`config.mk`:
```
export PLATFORM = sky130hd
export DESIGN_NAME = rr_arbiter_4
export DESIGN_NICKNAME = d
export VERILOG_FILES = /design/src/rtl/rr_arbiter_4.sv
export SDC_FILE = /design/constraint.sdc
export NUM_CORES = 1
export LEC_CHECK = 0
export CORE_UTILIZATION = 54
export CTS_BUF_LIST = sky130_fd_sc_hd__clkbuf_4 sky130_fd_sc_hd__clkbuf_8
export DETAILED_ROUTE_END_ITERATION = 10
export GPL_TIMING_DRIVEN = 0
export MAX_ROUTING_LAYER = met4
export PLACE_DENSITY_LB_ADDON = 0.05
export SYNTH_ARGS = -nofsm -noshare
export SYNTH_HDL_FRONTEND = slang
export SYNTH_SLANG_ARGS = --single-unit
```
`constraint.sdc`:
```
create_clock -name clk -period 2.2 [get_ports clk]
set_input_delay 0.22 -clock clk [delete_from_list [all_inputs] [get_ports clk]]
set_output_delay 0.22 -clock clk [all_outputs]
set_load 0.05 [all_outputs]
```
`src/rtl/rr_arbiter_4.sv`:
```
// Four-requester round-robin arbiter with grant hold, release handshake and hold-time watchdog.
// Latency: grant registered one edge after req seen in IDLE; release/revoke drops grant_valid after the sampling edge.
// Backpressure: the owner holds the grant until release_in, dropping req, or the watchdog; other requests wait for IDLE.
//
// Ports:
//   clk         rising-edge clock
//   rst_n       asynchronous active-low reset
//   req[3:0]    level-sensitive request, bit i belongs to requester i
//   release_in  owner done, only looked at while grant_valid=1
//   grant_idx   registered index of the current/last owner (drives the 2-to-4 decoder select)
//   grant_valid registered, grant_idx is a live grant
//   timeout     one-cycle pulse when the watchdog revokes a grant
module rr_arbiter_4 #(
  parameter int MAX_HOLD = 16
) (
  input  logic       clk,
  input  logic       rst_n,
  input  logic [3:0] req,
  input  logic       release_in,
  output logic [1:0] grant_idx,
  output logic       grant_valid,
  output logic       timeout
);

  localparam int CW = (MAX_HOLD < 1) ? 1 : $clog2(MAX_HOLD + 1);
  // Counter value on the last permitted hold cycle; unused when the watchdog is disabled.
  localparam logic [CW-1:0] HOLD_LAST = (MAX_HOLD < 1) ? '0 : CW'(MAX_HOLD - 1);

  typedef enum logic {
    IDLE  = 1'b0,
    GRANT = 1'b1
  } state_t;

  state_t        state;
  logic [1:0]    last_idx;
  logic [CW-1:0] hold_cnt;

  logic [1:0]    pick;
  logic          any_req;
  logic          owner_rel;
  logic          wd_fire;

  // Rotating priority: scan offsets 4 down to 1 so the smallest offset from
  // last_idx that is requesting is the one left in pick. Offset 4 is last_idx
  // itself, i.e. the previous owner only wins when nobody else asks.
  always_comb begin
    pick = last_idx;
    for (int k = 4; k >= 1; k--) begin
      if (req[last_idx + 2'(k)]) begin
        pick = last_idx + 2'(k);
      end
    end
  end

  assign any_req   = |req;
  // The owner dropping its request is treated exactly like an explicit release.
  assign owner_rel = release_in | ~req[grant_idx];
  assign wd_fire   = (MAX_HOLD != 0) && (hold_cnt == HOLD_LAST);

  always_ff @(posedge clk or negedge rst_n) begin
    if (!rst_n) begin
      state       <= IDLE;
      grant_idx   <= 2'd0;
      grant_valid <= 1'b0;
      timeout     <= 1'b0;
      hold_cnt    <= '0;
      last_idx    <= 2'd3;
    end else begin
      case (state)
        IDLE: begin
          timeout <= 1'b0;
          if (any_req) begin
            grant_idx   <= pick;
            grant_valid <= 1'b1;
            hold_cnt    <= '0;
            state       <= GRANT;
          end
        end
        GRANT: begin
          if (owner_rel || wd_fire) begin
            grant_valid <= 1'b0;
            last_idx    <= grant_idx;
            // A release in the same cycle as expiry wins: no timeout pulse.
            timeout     <= wd_fire & ~owner_rel;
            state       <= IDLE;
          end else begin
            timeout <= 1'b0;
            if (hold_cnt != '1) begin
              hold_cnt <= hold_cnt + CW'(1);
            end
          end
        end
        default: begin
          state       <= IDLE;
          grant_valid <= 1'b0;
          timeout     <= 1'b0;
        end
      endcase
    end
  end

endmodule
```
==> impl_metrics.tcl <==
set metrics [dict create \
    routed_wl_um 1410 \
    grt_pass1_vias 501 \
    leakage_nw 0.388 \
    slew_violations 0 \
    synth_simple_gate_area_share_pct 18.0 \
    post_synth_instance_area_um2 703 \
    synth_xor_area_share_pct 0 \
    area_growth_pct 23.3 \
    syn-num-nets 74 \
    synth-compound-area-share_pct 19.6 \
    synth_top_family_by_area "compound AO/OA/AOI/OAI gates" \
    synth_flop_cell "dfrtp_1" \
    clkSinkCount 12 \
    cts_tree "done" \
    fill_cells 82 \
    placed_area_um2 821 \
    maxSlewHeadroom_pct 64.0 \
    ys_seq_area_share_pct 43.1 \
    setup_tns_ns 0 \
    ys_warn_count 0 \
    initial_utilization_pct 60.8 \
    avgSynthCellArea_um2 11.0 \
    cts_setup_buffers 0 \
    post-dp-hpwl_um 1010 \
    fin_skew_ns 0.00402 \
    finalPower_w 0.00113 \
    io_buffers 10 \
    r2r_end "hold_cnt[2]$_DFFE_PN0P_" \
    ys_ff_latch 12 \
    die_y_um 38.1 \
    rsz0062_at_grt "false" \
    hold_violations 0 \
    grt_max_degree 13 \
    cts.path.max_buffers 2 \
    layout_min_cycle_time_ns 2.07 \
    path_max_fanout 6 \
    critPathKind "flop to flop" \
    hp-class "input pin to async pin" \
    fmax_mhz 483 \
    io_pins 11 \
    drive_above_1_share_pct 20.5 \
    num_antenna_cells 0 \
    antenna_left 0 \
    core_um2 1160 \
    grt_pass1_wl_um 2280 \
    final-setup-viol-count 0 \
    rrSetupSlack_ns 0.13 \
    synthArstFlopShare_pct 100 \
    synthCells 64 \
    wl_per_cell_um 15.3 \
    htree_levels 1 \
    worstPathRequired_ns 2.36 \
    root_buffer "clkbuf_4" \
    antenna_found_initial 0 \
    critPathLaunchType "flop" \
    rows 12 \
    r2r-start "hold_cnt[0]$_DFFE_PN0P_" \
    place_congestion 0.801 \
    synthAdderAreaFrac_pct 5.34 \
    dr.first_iter.drc_count 10 \
    max_slew.worst_pin.slew_ns 0.538 \
    grt_overflow_total 0 \
    post-route-drc-count 0 \
    period_share_pct 94.2 \
    drv_cap 0 \
    cts_made_buffers 3 \
    clkTransAtPathRegs_ns 0.09 \
    crit_path_start "hold_cnt[0]$_DFFE_PN0P_" \
    dieArea_um2 1450 \
    worstRegToRegCells 7 \
    vias 530 \
    die_x_um 38.1 \
    insertion_delay_ns 0.28 \
    muxShareOfSynthArea_pct 11.9 \
    crit_arrival_ns 2.23 \
    critPathCapture "hold_cnt[2]$_DFFE_PN0P_" \
    ir_drop_uv 855 \
    fin_nets 89 \
    layout.cell_area.non_filler_um2 867 \
    setup.worst_path.end_class "flop" \
    hold_buffers 0 \
    synth_edf_count 0 \
    yosysUniqueCellTypes 29 \
    avgViaCountPerCell 5.76 \
    status "finished, final reports clean" \
    power_density_nw_per_um2 1310 \
    grt_use_total_pct 24.5 \
    dr.pass1.iters 4 \
]
-- power breakdown --
part | switching (W) | total, W | internal [W]
logic | 0.000289 | 0.000542 | 0.000253
registers | 0.000100 | 0.000410 | 0.000310
clock network | 0.0000813 | 0.000182 | 0.000101
total | 0.000471 | 0.00113 | 0.000664
-- timing repair --
| item | 4_1_cts | 5_1_grt |
|---|---|---|
| setup endpoints to repair | 0 | 2 |
| hold endpoints to repair | 0 | 0 |
| gates resized for setup | 0 | 2 |
-- cell families (layout without fill, tap and decap cells) --
group	after synthesis	count (layout)
flops	12	12
buf+inv	4	18
mux	8	8
simple gates	21	21
fa+ha+maj	3	3
compound gates	16	16
-- registers in the layout (all words and copies together) (netlist names) --
| register | flops |
|---|---|
| hold_cnt | 5 |
| grant_valid | 1 |
| grant_idx | 2 |
| state | 1 |
| last_idx | 2 |
| timeout | 1 |
-- worst max-delay path: stages, from the launching register on --
cell and delay, ns:
dfrtp_1 0.42, ha_2 0.20, and3_1 0.20, ha_1 0.22, nand2b_1 0.19, a2bb2oi_4 0.18
nand2b_4 0.18, a311o_1 0.36
-- stage by stage --
stage	cells	hold slack [ns]	setup slack (ns)	utilization (%)
2_1_floorplan	64	-0.0756	0.233	-
3_3_place_gp	88	0.470	0.156	71.0
3_5_place_dp	88	0.473	0.113	71.0
4_1_cts	92	0.316	0.108	74.1
5_1_grt	92	0.344	0.0411	75.0
6_report	92	0.289	0.128	75.0
-- layout make-up --
type                    instances  area (um2)  area share (%)
multi-input cells              48         395            45.6
flip-flops and latches         12         303            34.9
clock buffers                   4        36.3            4.18
well taps                      14        17.5            2.02
repair buffers                 10         100            11.5
inverters                       4        15.0            1.73
-- synth_stat cells (2+ instances only) --
library cell,n,share of area (%)
ha_1,3,5.3
a21o_2,2,2.5
nand2b_1,3,2.7
nand2_1,5,2.7
dfstp_2,2,7.5
dfrtp_1,10,36
mux2i_1,5,7.1
nor2_1,6,3.2
a21oi_1,2,1.4
inv_1,4,2.1
a31oi_1,2,1.8
mux2_2,3,4.8
-- worst min path at each step --
stage / endpoint / startpoint / slack, ns / depth (start not counted)
floorplan: grant_idx[0]$_DFFE_PN0P_ / rst_n / -0.08 / 0
global placement: hold_cnt[3]$_DFFE_PN0P_ / hold_cnt[3]$_DFFE_PN0P_ / 0.47 / 1
detailed placement: grant_valid$_DFFE_PN0P_ / grant_valid$_DFFE_PN0P_ / 0.47 / 1
CTS: grant_idx[0]$_DFFE_PN0P_ / rst_n / 0.32 / 1
global route: timeout$_DFF_PN0_ / rst_n / 0.34 / 1
finish: grant_idx[0]$_DFFE_PN0P_ / rst_n / 0.29 / 1
-- layout by cell type (no fill, tap or decap), types with 2 or more instances in the layout --
cell	synthesis	layout
a21o_2	2	2
clkdlybuf4s50_1	0	10
dfstp_2	2	2
clkbuf_4	0	3
a31oi_1	2	2
nand2_1	5	5
ha_1	3	2
mux2i_1	5	5
mux2_2	3	3
dfrtp_1	10	10
a21oi_1	2	2
nand2b_1	3	3
nor2_1	6	6
inv_1	4	4
-- per-layer routing --
metal | global-route usage, % | vias up | wire length (um)
met2 | 36.0 | 8 | 662
met5 | - | - | 0
li1 | - | 266 | -
met1 | 32.7 | 254 | 684
met4 | 8.04 | 0 | 11
met3 | 6.98 | 2 | 50
Power figures use the tool's default switching activity.
